<file path="src/rtl/mem_stage.sv">
// Memory-access pipeline stage: EX->MEM register, data-memory req/gnt/rvalid FSM, load/store lane handling.
// Optional macro MEM_MISALIGNED_TRAP_EN: misaligned HALF/WORD accesses trap instead of being issued with a truncated offset.
module mem_stage #(
    parameter int ISA_F  = 0,
    parameter int ADDR_W = 32
) (
    input  logic              clk_i,
    input  logic              rst_i,
    input  logic [4:0]        rd_addr_ex_i,
    input  logic              rd_dst_bank_ex_i,
    input  logic [31:0]       alu_result_ex_i,
    input  logic              mem_wen_ex_i,
    input  logic [1:0]        mem_data_type_ex_i,
    input  logic              mem_sign_extend_ex_i,
    input  logic [31:0]       mem_wdata_ex_i,
    input  logic              reg_alu_wen_ex_i,
    input  logic              reg_mem_wen_ex_i,
    input  logic              valid_ex_i,
    input  logic [31:0]       pc_ex_i,
    input  logic              stall_mem_i,
    input  logic              flush_mem_i,
    output logic              dmem_req_o,
    input  logic              dmem_gnt_i,
    output logic              dmem_we_o,
    output logic [3:0]        dmem_be_o,
    output logic [ADDR_W-1:0] dmem_addr_o,
    output logic [31:0]       dmem_wdata_o,
    input  logic              dmem_rvalid_i,
    input  logic [31:0]       dmem_rdata_i,
    output logic [4:0]        rd_addr_mem_o,
    output logic              rd_dst_bank_mem_o,
    output logic              reg_wen_mem_o,
    output logic [31:0]       wdata_mem_o,
    output logic              valid_mem_o,
    output logic              mem_busy_o,
    output logic              trap_mem_o,
    output logic [4:0]        trap_cause_mem_o,
    output logic [31:0]       trap_tval_mem_o,
    output logic [31:0]       pc_mem_o,
    output logic [1:0]        fsm_state_o
);

    localparam logic       X_REG = 1'b0;
    localparam logic [1:0] BYTE  = 2'd0;
    localparam logic [1:0] HALF  = 2'd1;
    localparam logic [1:0] WORD  = 2'd2;

    typedef enum logic [1:0] {IDLE = 2'd0, WAIT_GNT = 2'd1, WAIT_RVALID = 2'd2} state_t;

    state_t      state_q, state_d;
    logic        valid_q, bank_q, mem_wen_q, sext_q, alu_wen_q, mem_ren_q;
    logic        done_q, drop_q;
    logic [4:0]  rd_q;
    logic [1:0]  type_q;
    logic [31:0] alu_q, wdata_q, pc_q;

    logic        live, is_mem, misaligned, access, rsp, kill, withdraw, load_en, complete;
    logic [1:0]  off;
    logic [3:0]  be;
    logic [31:0] bus_wdata, shifted, load_data;

    assign live   = valid_q & ~done_q;
    assign is_mem = mem_wen_q | mem_ren_q;

`ifdef MEM_MISALIGNED_TRAP_EN
    assign misaligned = ((type_q == HALF) & alu_q[0]) | ((type_q == WORD) & (alu_q[1:0] != 2'b00));
    assign off        = alu_q[1:0];
`else
    assign misaligned = 1'b0;
    assign off        = (type_q == WORD) ? 2'b00 : (type_q == HALF) ? {alu_q[1], 1'b0} : alu_q[1:0];
`endif

    // Bus handshake: an address phase is accepted in the cycle where req && gnt are both high; until then
    // req, we, be, addr and wdata stay stable. Each accepted request gets exactly one rvalid in a later cycle
    // (loads and stores alike). rvalid is only honoured in WAIT_RVALID, so at most one access is in flight.
    assign access     = live & is_mem & ~misaligned;
    assign rsp        = (state_q == WAIT_RVALID) & dmem_rvalid_i;
    assign mem_busy_o = access & ~rsp;
    assign dmem_req_o = access & (state_q != WAIT_RVALID);
    assign kill       = flush_mem_i & ~stall_mem_i;
    assign withdraw   = kill & dmem_req_o & ~dmem_gnt_i;
    assign load_en    = ~stall_mem_i & ~mem_busy_o;
    assign complete   = live & (access ? rsp : 1'b1);

    always_comb begin
        state_d = state_q;
        case (state_q)
            IDLE: begin
                if (dmem_req_o && dmem_gnt_i)     state_d = WAIT_RVALID;
                else if (dmem_req_o && !withdraw) state_d = WAIT_GNT;
            end
            WAIT_GNT: begin
                if (dmem_req_o && dmem_gnt_i)     state_d = WAIT_RVALID;
                else if (withdraw || !dmem_req_o) state_d = IDLE;
            end
            WAIT_RVALID: if (dmem_rvalid_i) state_d = IDLE;
            default: state_d = IDLE;
        endcase
    end

    always_ff @(posedge clk_i) begin
        if (rst_i) state_q <= IDLE;
        else       state_q <= state_d;
    end

    // A flushed instruction whose request was already granted stays in place (drop_q) until its response drains.
    always_ff @(posedge clk_i) begin
        if (rst_i) begin
            valid_q   <= 1'b0;
            mem_wen_q <= 1'b0;
            alu_wen_q <= 1'b0;
            mem_ren_q <= 1'b0;
            rd_q      <= 5'd0;
            bank_q    <= X_REG;
            alu_q     <= 32'd0;
            wdata_q   <= 32'd0;
            pc_q      <= 32'd0;
            type_q    <= WORD;
            sext_q    <= 1'b0;
            done_q    <= 1'b0;
            drop_q    <= 1'b0;
        end else if (load_en) begin
            valid_q   <= valid_ex_i & ~flush_mem_i;
            mem_wen_q <= mem_wen_ex_i & ~flush_mem_i;
            alu_wen_q <= reg_alu_wen_ex_i & ~flush_mem_i;
            mem_ren_q <= reg_mem_wen_ex_i & ~flush_mem_i;
            rd_q      <= rd_addr_ex_i;
            bank_q    <= (ISA_F != 0) ? rd_dst_bank_ex_i : X_REG;
            alu_q     <= alu_result_ex_i;
            wdata_q   <= mem_wdata_ex_i;
            pc_q      <= pc_ex_i;
            type_q    <= mem_data_type_ex_i;
            sext_q    <= mem_sign_extend_ex_i;
            done_q    <= 1'b0;
            drop_q    <= 1'b0;
        end else begin
            if (withdraw) begin
                valid_q   <= 1'b0;
                mem_wen_q <= 1'b0;
                alu_wen_q <= 1'b0;
                mem_ren_q <= 1'b0;
            end else if (kill && mem_busy_o) begin
                drop_q <= 1'b1;
            end
            if (complete) done_q <= 1'b1;
        end
    end

    always_comb begin
        be        = 4'b1111;
        bus_wdata = wdata_q;
        load_data = shifted;
        case (type_q)
            BYTE: begin
                be        = 4'b0001 << off;
                bus_wdata = {4{wdata_q[7:0]}};
                load_data = {{24{sext_q & shifted[7]}}, shifted[7:0]};
            end
            HALF: begin
                be        = 4'b0011 << off;
                bus_wdata = {2{wdata_q[15:0]}};
                load_data = {{16{sext_q & shifted[15]}}, shifted[15:0]};
            end
            default: ;
        endcase
    end

    assign shifted      = dmem_rdata_i >> {off, 3'b000};
    assign dmem_we_o    = dmem_req_o & mem_wen_q;
    assign dmem_be_o    = dmem_req_o ? be : 4'b0000;
    assign dmem_addr_o  = dmem_req_o ? {alu_q[ADDR_W-1:2], 2'b00} : '0;
    assign dmem_wdata_o = dmem_req_o ? bus_wdata : 32'd0;

`ifdef MEM_MISALIGNED_TRAP_EN
    assign trap_mem_o       = live & is_mem & misaligned;
    assign trap_cause_mem_o = trap_mem_o ? (mem_wen_q ? 5'd6 : 5'd4) : 5'd0;
    assign trap_tval_mem_o  = trap_mem_o ? alu_q : 32'd0;
`else
    assign trap_mem_o       = 1'b0;
    assign trap_cause_mem_o = 5'd0;
    assign trap_tval_mem_o  = 32'd0;
`endif

    assign valid_mem_o       = complete & ~drop_q;
    assign reg_wen_mem_o     = valid_mem_o & (alu_wen_q | mem_ren_q) & ~trap_mem_o;
    assign wdata_mem_o       = mem_ren_q ? load_data : alu_q;
    assign rd_addr_mem_o     = rd_q;
    assign rd_dst_bank_mem_o = bank_q;
    assign pc_mem_o          = pc_q;
    assign fsm_state_o       = state_q;

endmodule

</file>
<file path="config.mk">
export PLATFORM = sky130hd
export DESIGN_NAME = mem_stage
export DESIGN_NICKNAME = d
export VERILOG_FILES = /design/src/rtl/mem_stage.sv
export SDC_FILE = /design/constraint.sdc
export NUM_CORES = 1
export LEC_CHECK = 0
export CORE_MARGIN = 4
export CORE_UTILIZATION = 38
export CTS_BUF_LIST = sky130_fd_sc_hd__clkbuf_8
export DETAILED_ROUTE_END_ITERATION = 10
export PLACE_DENSITY = 0.8
export SLEW_MARGIN = 20
export SYNTH_ARGS = -nofsm -noshare
export SYNTH_HDL_FRONTEND = slang
export SYNTH_SLANG_ARGS = --single-unit
</file>
<file path="constraint.sdc">
create_clock -name clk_i -period 2.1 [get_ports clk_i]
set_input_delay 0.525 -clock clk_i [delete_from_list [all_inputs] [get_ports clk_i]]
set_output_delay 0.525 -clock clk_i [all_outputs]
set_load 0.03 [all_outputs]
</file>
# Word level (Yosys, flattened, before mapping)
# Cells that the tools add are included.
[totals]
register_bits = 112
inputBits = 147
out_inout_bits = 183
elab_cells = 86
[classes]
n_eq_ne = 8
shifts = 3
muxes = 21
bitwise_logic = 29
n_reduce_logical = 12
[op_table]
columns = ["operator", "n"]
rows = [
  ["$pmux 32 s2", 2],
  ["$mux 32", 3],
  ["$shr 32x5->32", 1],
  ["$and 1x1->1", 19],
  ["$mux 2", 6],
  ["$not 1->1", 8],
  ["$pmux 4 s2", 1],
  ["$mux 1", 7],
  ["$ne 3x3->1 const B", 2],
  ["$pmux 2 s3", 1],
  ["$eq 2x1->1 const B", 2],
  ["$eq 2x2->1 const B", 2],
  ["$logic_not 2->1", 2],
  ["$mux 4", 1],
  ["$ne 2x2->1 const B", 2],
  ["$shl 1x2->4 const A", 1],
  ["$shl 2x2->4 const A", 1],
  ["$logic_and 1x1->1", 3],
  ["$reduce_and 3->1", 1],
  ["$logic_not 1->1", 2],
  ["$or 1x1->1", 2],
  ["$reduce_and 2->1", 1],
  ["$reduce_bool 2->1", 1],
  ["$reduce_or 2->1", 1],
  ["$logic_or 1x1->1", 1],
]

# Depth between registers and ports, before layout
# Gate-level depths: netlist of the first run.
[logic_depth]
ltp_word = 11
ltp_mapped = 7
ltp_nobuf = 5

# Least setup slack after synthesis of the first run
# Ideal clock, no wire load.
[synth_path]
kind = "register to output"
startpoint = "reg state_q[1] (netlist: fsm_state_o[1])"
endpoint = "out reg_wen_mem_o"
arrival_ns = 2.497
slack_ns = -0.922
path_stages_with_launch = 7
path_cell_list = "dfxtp_1 -> nand2b_1 -> o211ai_1 -> inv_1 -> buf_2 -> nor3_1 -> o21a_1"
[synth_between]
elab_chain_cells = 6
[synth_lines]
columns = ["element", "line_no", "source"]
rows = [
  ["start: declaration", "50", "state_t state_q, state_d;"],
  ["start signal: assignment", "103", "else state_q <= state_d;"],
  ["$eq 2x2->1", "77", "assign rsp = (state_q == WAIT_RVALID) & dmem_rvalid_i;"],
  ["$and 1x1->1", "77", ""],
  ["$mux 1", "83", "assign complete = live & (access ? rsp : 1'b1);"],
  ["$and 1x1->1", "83", ""],
  ["$and 1x1->1", "184", "assign valid_mem_o = complete & ~drop_q;"],
  ["via valid_mem_o", "34", "output logic valid_mem_o,"],
  ["$and 1x1->1", "185", "assign reg_wen_mem_o = valid_mem_o & (alu_wen_q | mem_ren_q) & ~trap_mem_o;"],
  ["end: declaration", "32", "output logic reg_wen_mem_o,"],
]
# The timed path passes the listed nets, and every way through them passes these cells.

# Final worst setup path of the first run
[layout_path]
startpoint = "reg type_q[1]"
endpoint = "out wdata_mem_o[29]"
[layout_between]
elab_chain_cells = 7
word_cells_on_any_way = 10
[layout_lines]
columns = ["element", "line_no", "source"]
rows = [
  ["start: declaration", "54", "logic [1:0] type_q;"],
  ["start signal: assignment", "132", "type_q <= mem_data_type_ex_i;"],
  ["$eq 2x1->1", "70, 153", ""],
  ["$mux 1", "70", "assign off = (type_q == WORD) ? 2'b00 : (type_q == HALF) ? {alu_q[1], 1'b0} : alu_q[1:0];"],
  ["$mux 2", "70", ""],
  ["$shr 32x5->32", "168", "assign shifted = dmem_rdata_i >> {off, 3'b000};"],
  ["$and 1x1->1, on equally long branches", "162, 157", ""],
  ["$pmux 32 s2 (*)", "153", "case (type_q)"],
  ["$mux 32 (*)", "186", "assign wdata_mem_o = mem_ren_q ? load_data : alu_q;"],
  ["end: declaration", "33", "output logic [31:0] wdata_mem_o,"],
]
# Mark *: on every way between the ends. The rest lies on a longest branch, timed or not.

==> impl_metrics.tcl, run 1 <==
set metrics [dict create \
    synthDominantAreaCellType "dfxtp_1" \
    gp_congestion 0.929 \
    post_synth.cell_area_avg_sq_um 7.47 \
    floorplan.initialDensity_pct 39.0 \
    initial_antenna_violation_count 1 \
    cts-buffers-inserted 9 \
    routed_via_density 5.69 \
    timing.rr.end "valid_q" \
    power_leakage_nw 4.60 \
    dieArea_sq_mm 0.0192 \
    core_area_sq_mm 0.0166 \
    grt_first_pass_wirelength_um 44200 \
    timing.hold.worst.start "pc_mem_o[21]" \
    top_layer_used "met4" \
    grt_overflow 0 \
    worstHoldPathCells 2 \
    hold_viol_final 0 \
    setup.worst_path.class "reg2out" \
    ctsHoldBuffers 0 \
    status "finished with violations" \
    cts_sinks 112 \
    layout.nets 1337 \
    area.growth.synth_to_final_pct 82.9 \
    placementRows 47 \
    layout.cell_area.non_filler_sq_mm 0.0119 \
    reg2reg_from "valid_q" \
    fin_ws_ns -0.824 \
    final-setup-viol-count 101 \
    max-clock-path-buffers 2 \
    routed-wl-met2_um 14800 \
    first_global_vias 7931 \
    ant_nets 0 \
    timing.reg2reg.setup_slack_ns 0.14 \
    grt_start_max_net_pins 107 \
    failed_checks "setup timing" \
    postSynthRegisterBits 112 \
    placed_cells_incl_taps 1357 \
    ys_warn_count 0 \
    worst_setup_path_start_kind "flip-flop" \
    chip_width_um 139 \
    required_ns 1.57 \
    synth.area.top_cells "dfxtp_1 35%, a21oi_1 9.8%, nand3_1 9.2%, o21ai_0 8.7%, buf_4 4.7%" \
    post_route_cells_drive_above_1_share_pct 34.3 \
    tightestPinTransition_ns 0.537 \
    min_path_type "reg2reg" \
    worst_skew_pair.late_latency_ns 0.40 \
    final_min_period_over_clock_period_pct 139 \
    tritoncts "yes" \
    cp_max_fo 5 \
    asyncSetResetFlopFracSynth_pct 0 \
    whs_endpoint "pc_mem_o[21]" \
    vias 8051 \
    drt-pass1-iter-count 5 \
    critical_path_end_type "output port" \
    groute.usage.overall_pct 28.6 \
    met1_length_um 11200 \
    unrepaired_setup_endpoints_after_global_routing "yes" \
    cp_data_arrival_time_ns 2.40 \
    stdcell_count 1416 \
    clockRootBuffer "clkbuf_8" \
    ys_dominant_reg_cell "dfxtp_1" \
    drc 0 \
    post-route-min-period_ns 2.92 \
    placedInstanceArea_sq_mm 0.0101 \
    r2r_cells 9 \
    port_buffers 287 \
    power.density_cell_area_mw_per_mm2 482 \
    wl_per_cell_um 21.1 \
    sequential_cell_area_fraction_in_the_yosys_report_pct 34.5 \
    syn_area_sq_mm 0.00649 \
    length_of_routed_met3_wiring_um 2590 \
    route.final.wire_length_um 29900 \
    synth.top_cell.area_share_pct 34.5 \
    post-dp-hpwl_um 19000 \
    number_of_flops_mapped_to_enable_cells_by_yosys 0 \
    maxCapViolCount 0 \
    dr.first_iter.drc_count 523 \
    i_o_pin_count 330 \
    yosys.cell_types.count 49 \
    timing.final.max_slew_violations 0 \
    die_h_um 139 \
    syn_inst 869 \
    ir_drop_mv 0.344 \
    fmax_mhz 342 \
    clk_pin_slew_worst_paths_ns 0.12 \
    max_slew_margin_pct 63.9 \
    final.setup_skew_ns 0.0108 \
    fillers 1219 \
    cts-htree-levels 3 \
]
## where the power goes
group / internal (mW) / switching, mW
logic: 0.921 / 1.01
clock network: 0.604 / 0.855
registers: 2.24 / 0.0998
## metal layers
metal	track usage [%]	vias up
met1	33.1	3846
met3	7.10	83
li1	-	3651
met5	0	-
met2	49.8	471
met4	13.3	0
## sequential cells by signal, indices dropped and copies added, names as in the netlist
| name | cells |
|---|---|
| type_q | 2 |
| fsm_state_o | 2 |
| wdata_q | 32 |
| mem_wen_q | 1 |
| mem_ren_q | 1 |
| done_q | 1 |
| alu_wen_q | 1 |
| pc_mem_o | 32 |
| alu_q | 32 |
| valid_q | 1 |
| sext_q | 1 |
| rd_addr_mem_o | 5 |
| drop_q | 1 |
## logic make-up (layout without fill, tap and decap cells)
family / Yosys count / in the layout / share of synthesized area (%)
xor gates and xnor gates: 1 / 1 / 0.424
buffers and inverters: 138 / 424 / 11.1
muxes: 39 / 39 / 7.67
other: 1 / 42 / 0.0578
DFF: 112 / 112 / 34.5
AOI/OAI and AO/OA: 292 / 292 / 24.7
and+or+nand+nor: 286 / 286 / 21.5
## worst max-delay path, cell delays in order (launching register included)
cell     delay, ns
dfxtp_4       0.38
buf_6         0.10
buf_12        0.10
nor4b_4       0.04
o31a_1        0.33
a221o_4       0.54
buf_12        0.18
a31oi_4       0.15
buf_6         0.16
## repair_timing
action | in CTS | in global routing
pin swaps | 34 | 19
gates cloned | 11 | 1
endpoints found under the setup margin | 102 | 107
resized for setup | 279 | 44
setup buffers | 31 | 3
## synth_stat cells, types with 2 or more instances
master    count
nor2b_1       7
nor3_1        3
buf_2         8
nand3_1     119
a21oi_1     127
mux2_2       16
and2_1       38
mux2i_1      16
nor2_1       56
nand2b_1      7
or2_2         2
and3_1        2
clkbuf_1     70
inv_1         8
a31oi_1      24
nor4_1        2
mux4_2        7
a221o_1       8
o21ai_0     113
dfxtp_1     112
a21boi_0      2
buf_6         5
nand2_1      43
a32o_1        4
buf_1         5
o211ai_1      2
buf_4        41
## stage by stage
| stage | utilization, % | setup TNS (ns) | power [mW] | hold slack [ns] | setup slack [ns] |
|---|---|---|---|---|---|
| 6_report | 71.4 | -36.98 | 5.72 | 0.481 | -0.824 |
| 5_1_grt | 71.4 | -41.47 | 5.93 | 0.500 | -0.850 |
| 4_1_cts | 70.6 | -38.09 | 5.65 | 0.483 | -0.783 |
| 3_5_place_dp | 60.8 | -48.29 | 4.01 | 0.466 | -0.853 |
| 3_3_place_gp | 60.8 | -43.67 | 3.99 | 0.460 | -0.836 |
| 2_1_floorplan | - | -5.01 | 3.34 | 0.454 | -0.269 |
## cell usage in the layout, fill, tap and decap left out, types with 5 or more instances in the layout
cell type	instances
a221o_1	7
nor2_1	34
a31oi_4	24
o21ai_0	112
mux2_4	8
clkbuf_8	10
mux2i_4	7
nor2_2	12
nor2_4	11
nand2_4	6
a21oi_1	110
mux4_2	7
buf_8	5
nand2_1	34
mux2i_1	8
mux2_2	8
buf_6	106
nand2b_1	5
conb_1	41
buf_16	7
dfxtp_1	104
and2_4	38
a21oi_2	13
clkdlybuf4s50_1	178
buf_12	30
nand3_1	118
buf_4	67
## worst max-delay path by stage
stage,start,depth (start not counted),end
6_report,type_q[1],8,wdata_mem_o[29]
2_1_floorplan,dmem_rdata_i[15],4,wdata_mem_o[20]
3_5_place_dp,dmem_rdata_i[30],4,wdata_mem_o[6]
5_1_grt,type_q[1],8,wdata_mem_o[29]
3_3_place_gp,dmem_rdata_i[30],4,wdata_mem_o[6]
4_1_cts,alu_q[0],7,wdata_mem_o[8]
## area by class of cell
class	count	area, sq um	area share [%]
Multi-Input combinational cell	659	4630	39.0
Clock inverter	6	72.6	0.611
Inverter	9	52.6	0.442
Antenna cell	1	2.50	0.0211
Timing Repair Buffer	399	4440	37.4
Sequential cell	112	2260	19.0
Tap cell	220	275	2.32
Clock buffer	10	138	1.16
(Power assumes the default switching activity.)
==> run 2, diff against run 1 <==
--- a/config.mk
+++ b/config.mk
@@ -8,6 +8,7 @@
 export CORE_MARGIN = 4
 export CORE_UTILIZATION = 38
 export CTS_BUF_LIST = sky130_fd_sc_hd__clkbuf_8
+export CTS_CLUSTER_SIZE = 10
 export DETAILED_ROUTE_END_ITERATION = 10
 export PLACE_DENSITY = 0.8
 export SLEW_MARGIN = 20
==> results of run 2 <==
Same layout as run 1: the final DEF is identical, and so are final timing and power.
==> run 3, diff against run 2 <==
--- a/config.mk
+++ b/config.mk
@@ -5,13 +5,16 @@
 export SDC_FILE = /design/constraint.sdc
 export NUM_CORES = 1
 export LEC_CHECK = 0
+export CELL_PAD_IN_SITES_DETAIL_PLACEMENT = 1
+export CELL_PAD_IN_SITES_GLOBAL_PLACEMENT = 2
 export CORE_MARGIN = 4
-export CORE_UTILIZATION = 38
+export CORE_UTILIZATION = 19
 export CTS_BUF_LIST = sky130_fd_sc_hd__clkbuf_8
 export CTS_CLUSTER_SIZE = 10
 export DETAILED_ROUTE_END_ITERATION = 10
-export PLACE_DENSITY = 0.8
+export PLACE_DENSITY_LB_ADDON = 0.1
 export SLEW_MARGIN = 20
 export SYNTH_ARGS = -nofsm -noshare
 export SYNTH_HDL_FRONTEND = slang
 export SYNTH_SLANG_ARGS = --single-unit
+export TNS_END_PERCENT = 10
==> run 3 against run 2 <==
Against the previous run: die area is 93% higher; core utilization decreased by 38 points; largest cell class unchanged; sequential power is essentially flat; critical endpoint is now wdata_mem_o[17]; via count shrank 7.3%; sequential cell count is the same; hold slack better by 0.0039 ns; the run still ends with setup timing left; clock-buffer cell count is the same; non-clock buffer count is 18 lower; routed wire length is 14% higher; largest power group unchanged.
==> impl_metrics.tcl, run 3 (synthesized netlist as in run 1, its figures left out) <==
set metrics [dict create \
    status "finished with violations" \
    failed_checks "setup timing" \
    final.setup_skew_ns 0.0166 \
    post_route_cells_drive_above_1_share_pct 25.8 \
    gp_congestion 0.786 \
    cp_max_fo 12 \
    holdWs_ns 0.485 \
    required_ns 1.57 \
    fmax_mhz 344 \
    chip_width_um 193 \
    grt_start_max_net_pins 54 \
    worstHoldPathCells 2 \
    timing.reg2reg.setup_slack_ns 0.17 \
    power.density_cell_area_mw_per_mm2 491 \
    routed_via_density 4.59 \
    critPathCapture "wdata_mem_o[17]" \
    vias 7462 \
    initial_antenna_violation_count 2 \
    i_o_pin_count 330 \
    cp_data_arrival_time_ns 2.38 \
    max-clock-path-buffers 2 \
    wl_per_cell_um 20.9 \
    max_slew_margin_pct 61.4 \
    setup.worst_path.class "in2out" \
    floorplan.initialDensity_pct 19.3 \
    final-setup-viol-count 102 \
    cts-htree-levels 3 \
    grt_overflow 0 \
    reg2reg_from "mem_ren_q" \
    ctsHoldBuffers 0 \
    groute.usage.overall_pct 17.5 \
    critical_path_end_type "output port" \
    port_buffers 287 \
    grt_first_pass_wirelength_um 49600 \
    commonest_cells_after_routing_fill_and_taps_aside "179 x clkdlybuf4s50_1, 120 x a21oi_1, 118 x nand3_1, 116 x buf_4, 112 x o21ai_0" \
    hold_viol_final 0 \
    area.growth.synth_to_final_pct 72.1 \
    drc 0 \
    tightestPinTransition_ns 0.574 \
    maxCapViolCount 0 \
    layout.nets 1319 \
    power_leakage_nw 4.28 \
    n_antenna_cell 0 \
    clockRootBuffer "clkbuf_8" \
    worst_skew_pair.late_latency_ns 0.42 \
    timing.rr.end "wdata_q[4]" \
    most_common_library_cell_in_the_layout_ignoring_fill_and_taps "clkdlybuf4s50_1" \
    placementRows 67 \
    final_min_period_over_clock_period_pct 138 \
    post-route-min-period_ns 2.91 \
    drt-pass1-iter-count 4 \
    clk_pin_slew_worst_paths_ns 0.12 \
    fin_ws_ns -0.807 \
    dr.first_iter.drc_count 219 \
    die_h_um 193 \
    dieArea_sq_mm 0.0372 \
    timing.critical_path.from "dmem_rdata_i[15]" \
    min_path_type "reg2reg" \
    timing.final.max_slew_violations 0 \
    worst_setup_path_start_kind "input pin" \
    post-dp-hpwl_um 24500 \
    finalSetupTns_ns -38.97 \
    first_global_vias 7744 \
    ant_nets 0 \
    route.final.wire_length_um 34000 \
    unrepaired_setup_endpoints_after_global_routing "yes" \
    core_area_sq_mm 0.0336 \
    ir_drop_mv 0.301 \
    cts-buffers-inserted 9 \
    tritoncts "yes" \
    cts_sinks 112 \
    r2r_cells 6 \
]
## run 3: changes by cell type in the layout (fill, tap and decap cells not counted), moves of 7 or more
cell / delta
a21oi_1: +10
and2_1: +37
and2_4: -37
buf_16: -7
buf_4: +49
buf_6: -67
mux2i_1: +7
mux2i_4: -7
nand2_1: +9
nor2_1: +16
nor2_4: -10
## run 3: worst min path at each step
stage	end	slack, ns	start
6_report	pc_mem_o[29]	0.48	pc_mem_o[29]
5_1_grt	fsm_state_o[1]	0.50	rst_i
2_1_floorplan	wdata_q[16]	0.45	wdata_q[16]
3_5_place_dp	pc_mem_o[9]	0.47	pc_mem_o[9]
4_1_cts	fsm_state_o[1]	0.47	rst_i
3_3_place_gp	pc_mem_o[14]	0.46	pc_mem_o[14]
## run 3: worst max-delay path, cell delays in order
cell	delay [ns]
clkdlybuf4s50_1	0.49
nor4b_2	0.05
o31a_1	0.31
a221o_2	0.47
buf_12	0.20
a31oi_4	0.16
buf_6	0.16
## run 3: timing repair
action | CTS | global route
gates resized for setup | 65 | 34
endpoints found under the setup margin | 182 | 186
cloned | 1 | 2
pin swaps | 4 | 5
setup buffers | 0 | 4
## run 3: layout make-up
| type | count | area (sq um) |
|---|---|---|
| Clock buffer | 10 | 138 |
| Clock inverter | 6 | 55.1 |
| Fill cell | 3957 | 22400 |
| Inverter | 9 | 56.3 |
| Multi-Input combinational cell | 659 | 4140 |
| Sequential cell | 112 | 2250 |
| Tap cell | 448 | 561 |
| Timing Repair Buffer | 381 | 3970 |
## run 3: through the flow
stage	cell area (sq um)	std cells	power, mW	worst slack [ns]	utilization (%)
after global routing	11200	1625	5.80	-0.863	33.2
after detailed placement	10600	1602	4.09	-0.832	31.5
final	11200	1625	5.49	-0.807	33.2
after global placement	10600	1602	4.08	-0.820	31.5
after floorplan	7060	909	3.31	-0.269	-
after CTS	11000	1619	5.59	-0.831	32.7
## run 3: per-layer routing
metal / global-route usage [%] / wire, um / vias up
met5: 0 / 27 / -
met4: 2.50 / 197 / 4
met3: 4.61 / 2290 / 13
met2: 30.1 / 16700 / 207
met1: 22.6 / 14800 / 3633
li1: - / - / 3605
## run 3: power breakdown
group / switching [mW] / internal, mW
Combinational: 0.963 / 0.831
Sequential: 0.0812 / 2.24
Clock: 0.892 / 0.482
Total: 1.94 / 3.55
